## config.mk

```make
export PLATFORM = sky130hd
export DESIGN_NAME = serial_reg_master_flat
export DESIGN_NICKNAME = d
export VERILOG_FILES = /design/src/rtl/serial_reg_master_if.sv /design/src/rtl/serial_reg_master.sv /design/src/flat_wrapper.sv
export SDC_FILE = /design/constraint.sdc
export NUM_CORES = 1
export LEC_CHECK = 0
export CAP_MARGIN = 10
export CORE_MARGIN = 2
export CORE_UTILIZATION = 59
export DETAILED_ROUTE_END_ITERATION = 7
export PLACE_DENSITY = 0.86
export REMOVE_ABC_BUFFERS = 1
export SLEW_MARGIN = 0
export SYNTH_ARGS = -nofsm -noshare
export SYNTH_HDL_FRONTEND = slang
export SYNTH_SLANG_ARGS = --single-unit
export TNS_END_PERCENT = 1
```

## constraint.sdc

```tcl
create_clock -name clk_usb -period 6.06 [get_ports clk_usb]
set_clock_uncertainty 0.05 [all_clocks]
set_input_delay 1.818 -clock clk_usb [delete_from_list [all_inputs] [get_ports clk_usb]]
set_output_delay 1.818 -clock clk_usb [all_outputs]
set_load 0.005 [all_outputs]
```

## src/rtl/serial_reg_master_if.sv

```systemverilog
// Host byte stream and register bus seen by serial_reg_master.
// master: the bus initiator; slave: host FIFO plus register slaves.
interface serial_reg_master_if;
    logic [7:0]  rx_data;
    logic        rx_valid;
    logic        rx_ready;
    logic [7:0]  tx_data;
    logic        tx_valid;
    logic        tx_ready;
    logic [7:0]  reg_cmd;
    logic [15:0] reg_bytecount;
    logic [7:0]  reg_data_in;
    logic [7:0]  reg_data_out;
    logic        reg_read;
    logic        reg_write;

    modport master (
        input  rx_data, rx_valid, tx_ready, reg_data_out,
        output rx_ready, tx_data, tx_valid,
        output reg_cmd, reg_bytecount, reg_data_in, reg_read, reg_write
    );

    modport slave (
        output rx_data, rx_valid, tx_ready, reg_data_out,
        input  rx_ready, tx_data, tx_valid,
        input  reg_cmd, reg_bytecount, reg_data_in, reg_read, reg_write
    );
endinterface

```

## src/rtl/serial_reg_master.sv

```systemverilog
// Register-bus initiator decoding HDR/LEN_LO/LEN_HI/payload host packets.
// Define SERIAL_REG_TIMEOUT_EN to abort stalled packets and flag err_timeout.
module serial_reg_master #(
    parameter logic [23:0] TIMEOUT_CYCLES = 24'd1_200_000
) (
    input  logic                  clk_usb,
    input  logic                  reset_n,
    serial_reg_master_if.master   bus,
    output logic                  busy,
    output logic                  err_timeout
);
    typedef enum logic [2:0] {
        IDLE, LEN_LO, LEN_HI, WRITE, RD_CAP, RD_SEND
    } state_t;

    state_t      state, state_nx;
    logic        rd_dir;
    logic [7:0]  len_lo;
    logic [15:0] len;
    logic [15:0] rx_left;
    logic [15:0] len_nx;
    logic        rx_acc;
    logic        tx_acc;
    logic        last_idx;
    logic        timeout;

    assign rx_acc   = bus.rx_valid && bus.rx_ready;
    assign tx_acc   = bus.tx_valid && bus.tx_ready;
    assign len_nx   = {bus.rx_data, len_lo};
    assign last_idx = (bus.reg_bytecount == len - 16'd1);

`ifdef SERIAL_REG_TIMEOUT_EN
    logic [23:0] idle_cnt;
    logic        timed;

    assign timed   = state inside {LEN_LO, LEN_HI, WRITE};
    assign timeout = timed && !rx_acc &&
                     (idle_cnt == TIMEOUT_CYCLES - 24'd1);

    always_ff @(posedge clk_usb) begin
        if (!reset_n) begin
            idle_cnt    <= '0;
            err_timeout <= 1'b0;
        end else begin
            if (!timed || rx_acc || timeout)
                idle_cnt <= '0;
            else
                idle_cnt <= idle_cnt + 24'd1;
            if (timeout)
                err_timeout <= 1'b1;
        end
    end
`else
    logic unused_timeout;

    assign unused_timeout = ^TIMEOUT_CYCLES;
    assign timeout        = 1'b0;
    assign err_timeout    = 1'b0;
`endif

    always_ff @(posedge clk_usb) begin
        if (!reset_n)
            state <= IDLE;
        else
            state <= state_nx;
    end

    always_comb begin
        state_nx = state;
        if (timeout) begin
            state_nx = IDLE;
        end else begin
            unique case (state)
                IDLE:    if (rx_acc) state_nx = LEN_LO;
                LEN_LO:  if (rx_acc) state_nx = LEN_HI;
                LEN_HI:
                    if (rx_acc) begin
                        if (len_nx == 16'd0) state_nx = IDLE;
                        else if (rd_dir)     state_nx = RD_CAP;
                        else                 state_nx = WRITE;
                    end
                // leave only once the final byte's strobe has been shown
                WRITE:   if (bus.reg_write && last_idx) state_nx = IDLE;
                RD_CAP:  state_nx = RD_SEND;
                RD_SEND:
                    if (tx_acc) state_nx = last_idx ? IDLE : RD_CAP;
                default: state_nx = IDLE;
            endcase
        end
    end

    always_comb begin
        bus.rx_ready = 1'b0;
        bus.tx_valid = 1'b0;
        bus.reg_read = 1'b0;
        busy         = (state != IDLE);
        unique case (state)
            IDLE, LEN_LO, LEN_HI: bus.rx_ready = 1'b1;
            WRITE:   bus.rx_ready = (rx_left != 16'd0);
            RD_CAP:  bus.reg_read = 1'b1;
            RD_SEND: bus.tx_valid = 1'b1;
            default: ;
        endcase
    end

    always_ff @(posedge clk_usb) begin
        if (!reset_n) begin
            bus.reg_cmd       <= '0;
            bus.reg_bytecount <= '0;
            bus.reg_data_in   <= '0;
            bus.reg_write     <= 1'b0;
            bus.tx_data       <= '0;
            rd_dir            <= 1'b0;
            len_lo            <= '0;
            len               <= '0;
            rx_left           <= '0;
        end else begin
            bus.reg_write <= 1'b0;
            unique case (state)
                IDLE:
                    if (rx_acc) begin
                        bus.reg_cmd <= {1'b0, bus.rx_data[6:0]};
                        rd_dir      <= bus.rx_data[7];
                    end
                LEN_LO:
                    if (rx_acc) len_lo <= bus.rx_data;
                LEN_HI:
                    if (rx_acc) begin
                        len               <= len_nx;
                        rx_left           <= len_nx;
                        bus.reg_bytecount <= '0;
                    end
                WRITE: begin
                    if (rx_acc) begin
                        bus.reg_data_in <= bus.rx_data;
                        bus.reg_write   <= 1'b1;
                        rx_left         <= rx_left - 16'd1;
                    end
                    if (bus.reg_write)
                        bus.reg_bytecount <= bus.reg_bytecount + 16'd1;
                end
                RD_CAP:
                    bus.tx_data <= bus.reg_data_out;
                RD_SEND:
                    if (tx_acc)
                        bus.reg_bytecount <= bus.reg_bytecount + 16'd1;
                default: ;
            endcase
        end
    end
endmodule

```

## src/flat_wrapper.sv

```systemverilog
// flat-port wrapper written by rule: the top's interface ports become plain ports
module serial_reg_master_flat 
#(
    parameter logic [23:0] TIMEOUT_CYCLES = 24'd1_200_000
)
  (clk_usb, reset_n, busy, err_timeout, bus_rx_data, bus_rx_valid, bus_tx_ready, bus_reg_data_out, bus_rx_ready, bus_tx_data, bus_tx_valid, bus_reg_cmd, bus_reg_bytecount, bus_reg_data_in, bus_reg_read, bus_reg_write);
  serial_reg_master_if bus_i ();
  input  logic clk_usb;
  input  logic reset_n;
  output logic busy;
  output logic err_timeout;
  input wire logic [$bits(bus_i.rx_data)-1:0] bus_rx_data;
  input wire logic [$bits(bus_i.rx_valid)-1:0] bus_rx_valid;
  input wire logic [$bits(bus_i.tx_ready)-1:0] bus_tx_ready;
  input wire logic [$bits(bus_i.reg_data_out)-1:0] bus_reg_data_out;
  output wire logic [$bits(bus_i.rx_ready)-1:0] bus_rx_ready;
  output wire logic [$bits(bus_i.tx_data)-1:0] bus_tx_data;
  output wire logic [$bits(bus_i.tx_valid)-1:0] bus_tx_valid;
  output wire logic [$bits(bus_i.reg_cmd)-1:0] bus_reg_cmd;
  output wire logic [$bits(bus_i.reg_bytecount)-1:0] bus_reg_bytecount;
  output wire logic [$bits(bus_i.reg_data_in)-1:0] bus_reg_data_in;
  output wire logic [$bits(bus_i.reg_read)-1:0] bus_reg_read;
  output wire logic [$bits(bus_i.reg_write)-1:0] bus_reg_write;
  assign bus_i.rx_data = bus_rx_data;
  assign bus_i.rx_valid = bus_rx_valid;
  assign bus_i.tx_ready = bus_tx_ready;
  assign bus_i.reg_data_out = bus_reg_data_out;
  assign bus_rx_ready = bus_i.rx_ready;
  assign bus_tx_data = bus_i.tx_data;
  assign bus_tx_valid = bus_i.tx_valid;
  assign bus_reg_cmd = bus_i.reg_cmd;
  assign bus_reg_bytecount = bus_i.reg_bytecount;
  assign bus_reg_data_in = bus_i.reg_data_in;
  assign bus_reg_read = bus_i.reg_read;
  assign bus_reg_write = bus_i.reg_write;
  serial_reg_master #(.TIMEOUT_CYCLES(TIMEOUT_CYCLES)) u_core (.clk_usb(clk_usb), .reset_n(reset_n), .bus(bus_i), .busy(busy), .err_timeout(err_timeout));
endmodule
```

==> flow_summary.yaml <==
synthesis:
  synth_top_flop_cell: "dfxtp_1"
  synth-seq-area-share_pct: 38.2
  post-synth-top-count-cell: "nand2_1"
  postSynth.asyncResetShare_pct: 0
  synth_enable_flop_cells: 0
  syn_inst: 560
  yosysUniqueCellTypes: 62
  synth_top_cell_area_share_pct: 38.2
  netlist_top_cells_area: "dfxtp_1 38%, nand2_1 9.5%, a21boi_0 6.3%"
  ys_warn_count: 0
  syn_avg_cell_area_um2: 7.86
  synth_area_um2: 4400
  yosys.area.top_type: "dfxtp_1"
  synth.cells.most_frequent: "112 x nand2_1, 84 x dfxtp_1, 64 x nor2_1"
  synth-seq-cells: 84
finish:
  drive_above_1_share_pct: 5.07
  antenna_diode_count: 0
  regArea_um2: 1680
  area_overhead_vs_synth_pct: 18.8
  stdcell_count: 711
  num-fill-cells: 579
  multi_input_area_um2: 2520
  final_nets: 630
place:
  post-place-cells: 695
  globalplace.congestion: 0.857
  portBuffers: 63
  dpl.hpwl_mm: 7.59
  pre_cts_ws_ps: 1960
global_route:
  grt_antenna_before_repair: 0
  grt_use_total_pct: 26.9
  via_count_of_the_first_global_routing_pass: 3989
  wire_length_of_the_first_global_routing_pass_mm: 18.3
  grt_overflow_total: 0
  grt_start_max_net_pins: 53
route:
  remaining_drc_errors: 0
  route.detailed.vias_per_inst: 5.81
  detailroute.via_count: 4134
  drt-wirelength-per-cell_um: 15.2
  drt_first_pass_iters: 5
  drt-total-wl_mm: 10.8
  ant_nets: 0
  drt-initial-drc-count: 291
sta:
  final_period_minus_worst_setup_slack_ps: 4560
  maxSlewViolCount: 0
  achievable-frequency_ghz: 0.219
  final.setup.worst_slack_ps: 1500
  final.period_utilization_pct: 75.3
  hold_viol_final: 0
  report.final.setup_viol: 0
  finalSetupTns_ps: 0
  max-slew-margin-rel_pct: 41.8
  unrepaired_setup_endpoints_after_global_routing: "false"
  worstMarginPinSlew_ps: 869
min_path:
  worst_hold_startpoint: "u_core.bus.reg_cmd[2]$_SDFFE_PN0P_"
  min_path_type: "flip-flop to flip-flop"
  worstHoldPathCells: 2
pwr:
  ir_worst_vdd_uv: 215
  power.leakage_uw: 0.00183
  pwr_density_cell_nw_per_um2: 252
clocking:
  clk_transition_reported_paths_ps: 90
  cts_root_buf: "clkbuf_8"
  cts-resized-gates: 0
  cts_htree_levels: 3
  clockBufferDepth: 2
  clock_latency_at_the_later_pin_of_the_worst_skew_pair_ps: 360
  tritoncts.num_buffers: 9
  cts_tree: "done"
  post_cts.repair.setup_buffers: 0
  clock-sinks: 84
  cts-hold-fix-buffers: 0
die:
  core.rowCount: 31
  dieArea_um2: 8170
  fp.dieH_um: 90.4
  top_level_ports: 66
  initial_core_util_pct: 60.7
  die_width_um: 90.4
  core_area_um2: 7250
worst_setup_path:
  worst_setup_path_startpoint: "u_core.rx_left[0]$_SDFFE_PN0P_"
  timing.critical_path.arrival_ps: 2700
  timing_worst_setup_path_type: "flip-flop to output pin"
  cp-start-kind: "flip-flop"
  worstPathMaxFanout: 6
  timing.critical_path.to_type: "output pin"
  r2r_cells: 9
  critical_path.reg2reg.startpoint: "u_core.rx_left[0]$_SDFFE_PN0P_"
  required_ps: 4190
status:
  status: "finished, final reports clean"
flow_run:
  cap_viol_max_count: 0
-- state kept, by name (all words and copies together) (netlist names) --
signal / count
u_core.len_lo: 8
u_core.bus.tx_data: 8
u_core.len: 16
u_core.bus.reg_bytecount: 16
u_core.rd_dir: 1
u_core.bus.reg_cmd: 7
u_core.rx_left: 16
u_core.bus.reg_data_in: 8
u_core.state: 3
u_core.bus.reg_write: 1
-- worst paths after layout --
| path | end | slack, ps |
|---|---|---|
| min reg2reg | u_core.bus.reg_cmd[2]$_SDFFE_PN0P_ | 410 |
| min | u_core.bus.reg_cmd[2]$_SDFFE_PN0P_ | 410 |
| max reg2reg | u_core.rx_left[0]$_SDFFE_PN0P_ | 3200 |
| max | bus_rx_ready | 1500 |
-- layout by cell type (no fill, tap or decap), drive strengths merged, types with 3 or more instances in the layout --
master / synthesis / final
nand2: 112 / 112
dfxtp: 84 / 84
nor2: 64 / 64
clkdlybuf4s50: 0 / 63
a21boi: 37 / 37
o21ai: 32 / 32
a21oi: 24 / 24
xor2: 20 / 20
xnor2: 18 / 18
nor3: 17 / 17
inv: 11 / 15
mux2i: 12 / 12
nand3: 9 / 9
clkbuf: 22 / 9
nand4: 8 / 8
nor4: 8 / 8
and3: 7 / 7
a31oi: 7 / 7
nor2b: 5 / 5
a22oi: 5 / 5
and2: 4 / 4
nor3b: 4 / 4
o211ai: 3 / 3
o21a: 3 / 3
ha: 3 / 3
buf: 8 / 3
o2bb2ai: 3 / 3
-- critical path, cell delays in order, from the launching register on --
cell	delay, ps
dfxtp_1	350
inv_1	90
ha_1	200
nor3b_1	460
nand2_1	270
nor4_4	300
a41oi_1	170
clkdlybuf4s50_1	490
-- where the power goes --
part	total, uW	switching, uW	internal [uW]
Sequential	617	37.2	580
Combinational	281	162	120
Clock	420	223	197
Total	1320	422	897
-- stage by stage --
step / hold WS [ps] / power (uW) / area (um2) / util (%)
final: 411 / 1320 / 5230 / 72.1
after CTS: 410 / 1320 / 5230 / 72.1
after global placement: 393 / 895 / 5030 / 69.3
after detailed placement: 399 / 905 / 5030 / 69.3
after global routing: 435 / 1380 / 5230 / 72.1
after floorplan: 395 / 802 / 4250 / -
-- kinds of logic after synthesis --
logic type	share of synthesized area, %
AND/OR/NAND/NOR	26.3
AO/OA/AOI/OAI	19.4
flip-flops	38.2
buffers and inverters	4.60
XOR/XNOR	7.56
multiplexers	2.98
adder cells (fa/ha/maj)	0.853
other	0.0852
-- layout make-up --
class                   count  area share [%]
well taps                  99            2.37
multi-input cells         434            48.2
flip-flops and latches     84            32.2
clock inverters             7            1.53
inverters                  12           0.861
clock buffers               9            2.37
repair buffers             66            12.5
-- layer usage --
layer,global-route usage (%),vias up,routed length [um]
met5,0,-,0
li1,-,2014,-
met4,12.1,0,361
met2,45.3,161,5150
met3,7.26,27,861
met1,32.0,1932,4430
No activity file was read; power rests on OpenSTA's default activity.
